File: src/rtl/rf_wr_arbiter.sv
// Register-file write-port arbiter. It arbitrates between the core control FSM and the debug/loader port.
// Ties go round-robin. Debug can lock the port for exclusive use, and every output is registered.
module rf_wr_arbiter #(
   parameter int DW = 8,
   parameter int AW = 4
) (
   input  logic          clk,
   input  logic          reset_n,
   input  logic          core_req,
   input  logic [AW-1:0] core_addr,
   input  logic [DW-1:0] core_data,
   output logic          core_gnt,
   input  logic          dbg_req,
   input  logic [AW-1:0] dbg_addr,
   input  logic [DW-1:0] dbg_data,
   input  logic          dbg_lock,
   output logic          dbg_gnt,
   output logic          locked,
   output logic          rf_we,
   output logic [AW-1:0] rf_waddr,
   output logic [DW-1:0] rf_wdata,
   output logic [7:0]    wr_cnt
);

   typedef enum logic [1:0] {
      IDLE    = 2'd0,
      WR_CORE = 2'd1,
      WR_DBG  = 2'd2,
      LOCK    = 2'd3
   } state_t;

   state_t        state_q, state_d;
   logic          lock_wr_q, lock_wr_d;   // current WR_DBG belongs to a lock session
   logic          rr_dbg_q, rr_dbg_d;     // debug wins the next tie
   logic          rf_we_q, rf_we_d;
   logic          core_gnt_q, core_gnt_d;
   logic          dbg_gnt_q, dbg_gnt_d;
   logic          locked_q, locked_d;
   logic [AW-1:0] rf_waddr_q, rf_waddr_d;
   logic [DW-1:0] rf_wdata_q, rf_wdata_d;
   logic [7:0]    wr_cnt_q, wr_cnt_d;

   // State and output registers
   always_ff @(posedge clk or negedge reset_n) begin
      if (!reset_n) begin
         state_q    <= IDLE;
         lock_wr_q  <= 1'b0;
         rr_dbg_q   <= 1'b0;
         rf_we_q    <= 1'b0;
         core_gnt_q <= 1'b0;
         dbg_gnt_q  <= 1'b0;
         locked_q   <= 1'b0;
         rf_waddr_q <= {AW{1'b0}};
         rf_wdata_q <= {DW{1'b0}};
         wr_cnt_q   <= 8'd0;
      end else begin
         state_q    <= state_d;
         lock_wr_q  <= lock_wr_d;
         rr_dbg_q   <= rr_dbg_d;
         rf_we_q    <= rf_we_d;
         core_gnt_q <= core_gnt_d;
         dbg_gnt_q  <= dbg_gnt_d;
         locked_q   <= locked_d;
         rf_waddr_q <= rf_waddr_d;
         rf_wdata_q <= rf_wdata_d;
         wr_cnt_q   <= wr_cnt_d;
      end
   end

   // Next-state, arbitration and round-robin pointer
   always_comb begin
      state_d   = state_q;
      lock_wr_d = lock_wr_q;
      rr_dbg_d  = rr_dbg_q;
      case (state_q)
         IDLE: begin
            lock_wr_d = 1'b0;
            if (dbg_lock) begin
               state_d = LOCK;
            end else if (core_req && (!dbg_req || !rr_dbg_q)) begin
               state_d  = WR_CORE;
               rr_dbg_d = 1'b1;
            end else if (dbg_req) begin
               state_d  = WR_DBG;
               rr_dbg_d = 1'b0;
            end else begin
               state_d = IDLE;
            end
         end
         WR_CORE: begin
            state_d   = IDLE;
            lock_wr_d = 1'b0;
         end
         WR_DBG: begin
            // A lock write always finishes. It then returns to LOCK only if the lock is still held.
            if (lock_wr_q && dbg_lock) begin
               state_d = LOCK;
            end else begin
               state_d = IDLE;
            end
            lock_wr_d = 1'b0;
         end
         LOCK: begin
            if (dbg_req) begin
               state_d   = WR_DBG;
               lock_wr_d = 1'b1;
            end else if (!dbg_lock) begin
               state_d = IDLE;
            end else begin
               state_d = LOCK;
            end
         end
         default: begin
            state_d   = IDLE;
            lock_wr_d = 1'b0;
         end
      endcase
   end

   // Output values for the coming cycle, decoded from the state being entered
   always_comb begin
      rf_we_d    = 1'b0;
      core_gnt_d = 1'b0;
      dbg_gnt_d  = 1'b0;
      locked_d   = 1'b0;
      rf_waddr_d = rf_waddr_q;
      rf_wdata_d = rf_wdata_q;
      case (state_d)
         WR_CORE: begin
            rf_we_d    = 1'b1;
            core_gnt_d = 1'b1;
            rf_waddr_d = core_addr;
            rf_wdata_d = core_data;
         end
         WR_DBG: begin
            rf_we_d    = 1'b1;
            dbg_gnt_d  = 1'b1;
            locked_d   = lock_wr_d;
            rf_waddr_d = dbg_addr;
            rf_wdata_d = dbg_data;
         end
         LOCK: begin
            locked_d = 1'b1;
         end
         IDLE: begin
            locked_d = 1'b0;
         end
         default: begin
            locked_d = 1'b0;
         end
      endcase
      wr_cnt_d = wr_cnt_q + {7'd0, rf_we_d};
   end

   assign rf_we    = rf_we_q;
   assign core_gnt = core_gnt_q;
   assign dbg_gnt  = dbg_gnt_q;
   assign locked   = locked_q;
   assign rf_waddr = rf_waddr_q;
   assign rf_wdata = rf_wdata_q;
   assign wr_cnt   = wr_cnt_q;

endmodule

File: config.mk
export PLATFORM = sky130hd
export DESIGN_NAME = rf_wr_arbiter
export DESIGN_NICKNAME = d
export VERILOG_FILES = /design/src/rtl/rf_wr_arbiter.sv
export SDC_FILE = /design/constraint.sdc
export NUM_CORES = 1
export LEC_CHECK = 0
export BUFFER_PORTS_ARGS = -buffer_cell sky130_fd_sc_hd__buf_2
export CORE_UTILIZATION = 30
export CTS_BUF_LIST = sky130_fd_sc_hd__clkbuf_2
export CTS_CLUSTER_SIZE = 16
export DETAILED_ROUTE_END_ITERATION = 10
export HOLD_SLACK_MARGIN = 0.05
export PLACE_DENSITY = 0.59
export RECOVER_POWER = 100
export SLEW_MARGIN = 0
export SYNTH_ARGS = -nofsm -noshare
export SYNTH_HDL_FRONTEND = slang
export SYNTH_SLANG_ARGS = --single-unit
File: constraint.sdc
create_clock -name clk -period 3.8 [get_ports clk]
set_input_delay 0.76 -clock clk [delete_from_list [all_inputs] [get_ports clk]]
set_output_delay 0.76 -clock clk [all_outputs]
set_load 0.05 [all_outputs]
==> summary.txt <==
Status
  • Status: finished, violations left
  • Failing checks: capacitance limit

Critical path
  • CP startpoint kind: register
  • Required @ worst endpoint: 4.09 ns
  • CP arrival: 2.82 ns
  • R2R Path Start: state_q[1]$_DFF_PN0_
  • Reg-to-Reg End: wr_cnt[6]$_DFF_PN0_
  • Worst setup path category: reg2reg
  • CP Capture Type: register
  • Worst R2R Setup Slack: 1.27 ns
  • FF-to-FF path depth: 10
  • CP Max Fanout: 8
  • Crit path from: state_q[1]$_DFF_PN0_

Global route
  • GR Layer Usage met3: 2.41%
  • M2 GR Usage: 22.6%
  • Largest net degree at the start of global routing: 29
  • Vias in the first global route: 955
  • Grt ovf: 0
  • M1 GR Usage: 15.6%
  • First-pass GRT wire length: 4.25 mm
  • Initial antenna violation count: 0
  • Most used routing layer: met2
  • GRT Util Overall: 12.9%

Timing
  • Max_slew headroom: 0.363%
  • Endpoints failing hold: 0
  • Final setup fails: 0
  • Slew Limit Fails: 0
  • Measured slew at the worst slew-check pin: 1.49 ns
  • Final setup margin: 1.27 ns
  • Crit path time final: 2.53 ns
  • Achievable Freq: 395 MHz
  • Setup Skew: 0.00742 ns
  • Unrepaired setup endpoints after global routing: no
  • Tcrit/Tclk final: 66.5%
  • Setup_tns: 0 ns

Synth
  • Syn Nets: 140
  • Register area share after synthesis: 56.9%
  • Synth top area cells: dfrtp_1 (57%), mux2i_1 (9.8%), ha_1 (5.1%), o21ai_1 (4.1%), nand2_1 (4.0%)
  • Cell area after synthesis: 1230 um^2
  • FF+latch count, synth: 28
  • Synthesized area per cell: 11.6 um^2
  • Cells after Synth: 106
  • Synth warn: 0
  • Post-synth cell types: 31
  • Synth area leader: dfrtp_1
  • Top cell type's share of synthesized area: 56.9%

Floorplan
  • Number of I/O pins: 53
  • Initial Util: 32.4%
  • Cell Rows: 22
  • Die H: 66.1 um
  • Die Footprint: 4360 um^2
  • Core area: 3800 um^2
  • Die Width: 66.1 um

Place
  • Post-Place Worst Slack: 0.905 ns
  • Post-DP HPWL: 1.87 mm
  • RD Place Congestion: 0.813
  • Dpl cells: 203
  • Placed inst area: 1540 um^2
  • Port Buf Inserts: 52

Clocking
  • Clk buf depth: 2
  • Hold buffers post-CTS: 0
  • Clock latency on the worst-skew pair: 0.35 ns
  • TritonCTS sink count: 28
  • Setup bufs post-CTS: 0
  • CTS Buf Count: 3
  • Root buf cell: clkbuf_2
  • Cts repair resizes: 0
  • Clock-pin slew on the worst setup and hold paths: 0.26 ns
  • H-tree Lvls: 1
  • CTS tree: built

Finish
  • Fillcell total: 380
  • Share of cells above drive strength 1: 20.1%
  • Design area: 1550 um^2
  • Layout Nets: 194
  • Ant diodes: 0
  • Final non-filler cell total: 207
  • Synth-to-Final Area Change: 26.1%

Hold path
  • Worst Hold End: wr_cnt[7]$_DFF_PN0_
  • Hold crit path type: reg2reg
  • Hold Crit Depth: 1
  • Hold Crit Start: wr_cnt[7]$_DFF_PN0_

Routing
  • Routed length per instance: 12.1 um
  • Drt total wl: 2.51 mm
  • DR pass1 iterations: 4
  • Vias: 953
  • Final ANT Viol Nets: 0
  • Starting DRT DRC Count: 23
  • # DRC: 0
  • Via density: 4.60

Run
  • # Max-Cap Violations: 1
==> critical path: stages, from the launching register on <==
cell and delay [ns]:
dfrtp_1 0.52, or3b_1 0.39, a21boi_0 0.15, o22a_1 0.21, ha_1 0.30, inv_1 0.08, ha_1 0.20, ha_1 0.19
and3_1 0.19, nand3_1 0.10, xnor2_1 0.13
==> flip-flops by register name (all words and copies together) (netlist names) <==
register   flops
locked         1
dbg_gnt        1
rr_dbg_q       1
wr_cnt         8
rf_wdata       8
rf_waddr       4
state_q        2
rf_we          1
core_gnt       1
lock_wr_q      1
==> through the flow <==
| step | hold slack, ns | util (%) |
|---|---|---|
| CTS | 0.354 | 41.7 |
| global placement | 0.459 | 40.5 |
| detailed placement | 0.454 | 40.5 |
| global route | 0.534 | 40.9 |
| floorplan | 0.444 | - |
| finish | 0.483 | 40.9 |
==> area by class of cell <==
class / instances / area (um^2) / area share (%)
clock buffers: 3 / 15.0 / 0.967
clock inverters: 1 / 30.0 / 1.93
inverters: 1 / 3.75 / 0.242
multi-input cells: 73 / 507 / 32.6
flip-flops and latches: 28 / 701 / 45.1
well taps: 48 / 60.1 / 3.87
repair buffers: 53 / 236 / 15.2
==> synthesized netlist by cell type <==
library cell and instances:
xor2_1 3, ha_1 5, dfrtp_1 28, o21ai_0 2, and2b_1 1, nand2b_1 1
nor3b_1 1, inv_1 1, or3b_1 1, nor2_1 1, nand4_1 1, o211a_1 1
a21oi_1 2, buf_2 1, a21boi_1 1, mux2i_1 12, nor3_1 1, buf_4 1
nand2_1 13, nor2b_1 1, a31oi_1 2, xnor2_1 3, o22a_1 1, clkbuf_1 2
a211o_1 1, o21ai_1 10, o22ai_1 1, a21o_1 1, a211oi_1 1, nand3_1 4
and3_1 2
==> cell usage in the layout (no fill, tap or decap), types with 2 or more instances in the layout <==
cell / n
o21ai_0: 12
mux2i_1: 12
xor2_1: 3
buf_2: 27
and3_1: 2
nand3_1: 4
clkbuf_1: 25
a21oi_1: 2
nand2_1: 13
clkbuf_2: 3
xnor2_1: 3
a31oi_1: 2
ha_1: 5
dfrtp_1: 28
==> logic make-up after synthesis <==
kind of cell	after synthesis	synth area share [%]
mux	12	9.76
xor+xnor	6	4.27
simple gates	27	10.8
flops	28	56.9
buf+inv	5	1.93
fa+ha+maj	5	5.08
compound gates	23	11.3
==> worst max path at each step <==
stage / endpoint / slack [ns] / cells past startpoint
after floorplan: wr_cnt[6]$_DFF_PN0_ / 0.75 / 11
after detailed placement: wr_cnt[6]$_DFF_PN0_ / 0.91 / 11
after global placement: wr_cnt[6]$_DFF_PN0_ / 0.95 / 11
after CTS: wr_cnt[6]$_DFF_PN0_ / 1.28 / 10
final: wr_cnt[6]$_DFF_PN0_ / 1.27 / 10
after global routing: wr_cnt[6]$_DFF_PN0_ / 1.11 / 10
==> layer usage <==
metal	routed length, um	vias to the layer above
met5	0	-
met4	16	0
met3	143	2
met2	1200	38
met1	1150	435
li1	-	478
Power is left out: the tool's default activity adds up to more than one toggle a clock period on the data nets, which glitch-free logic cannot reach.
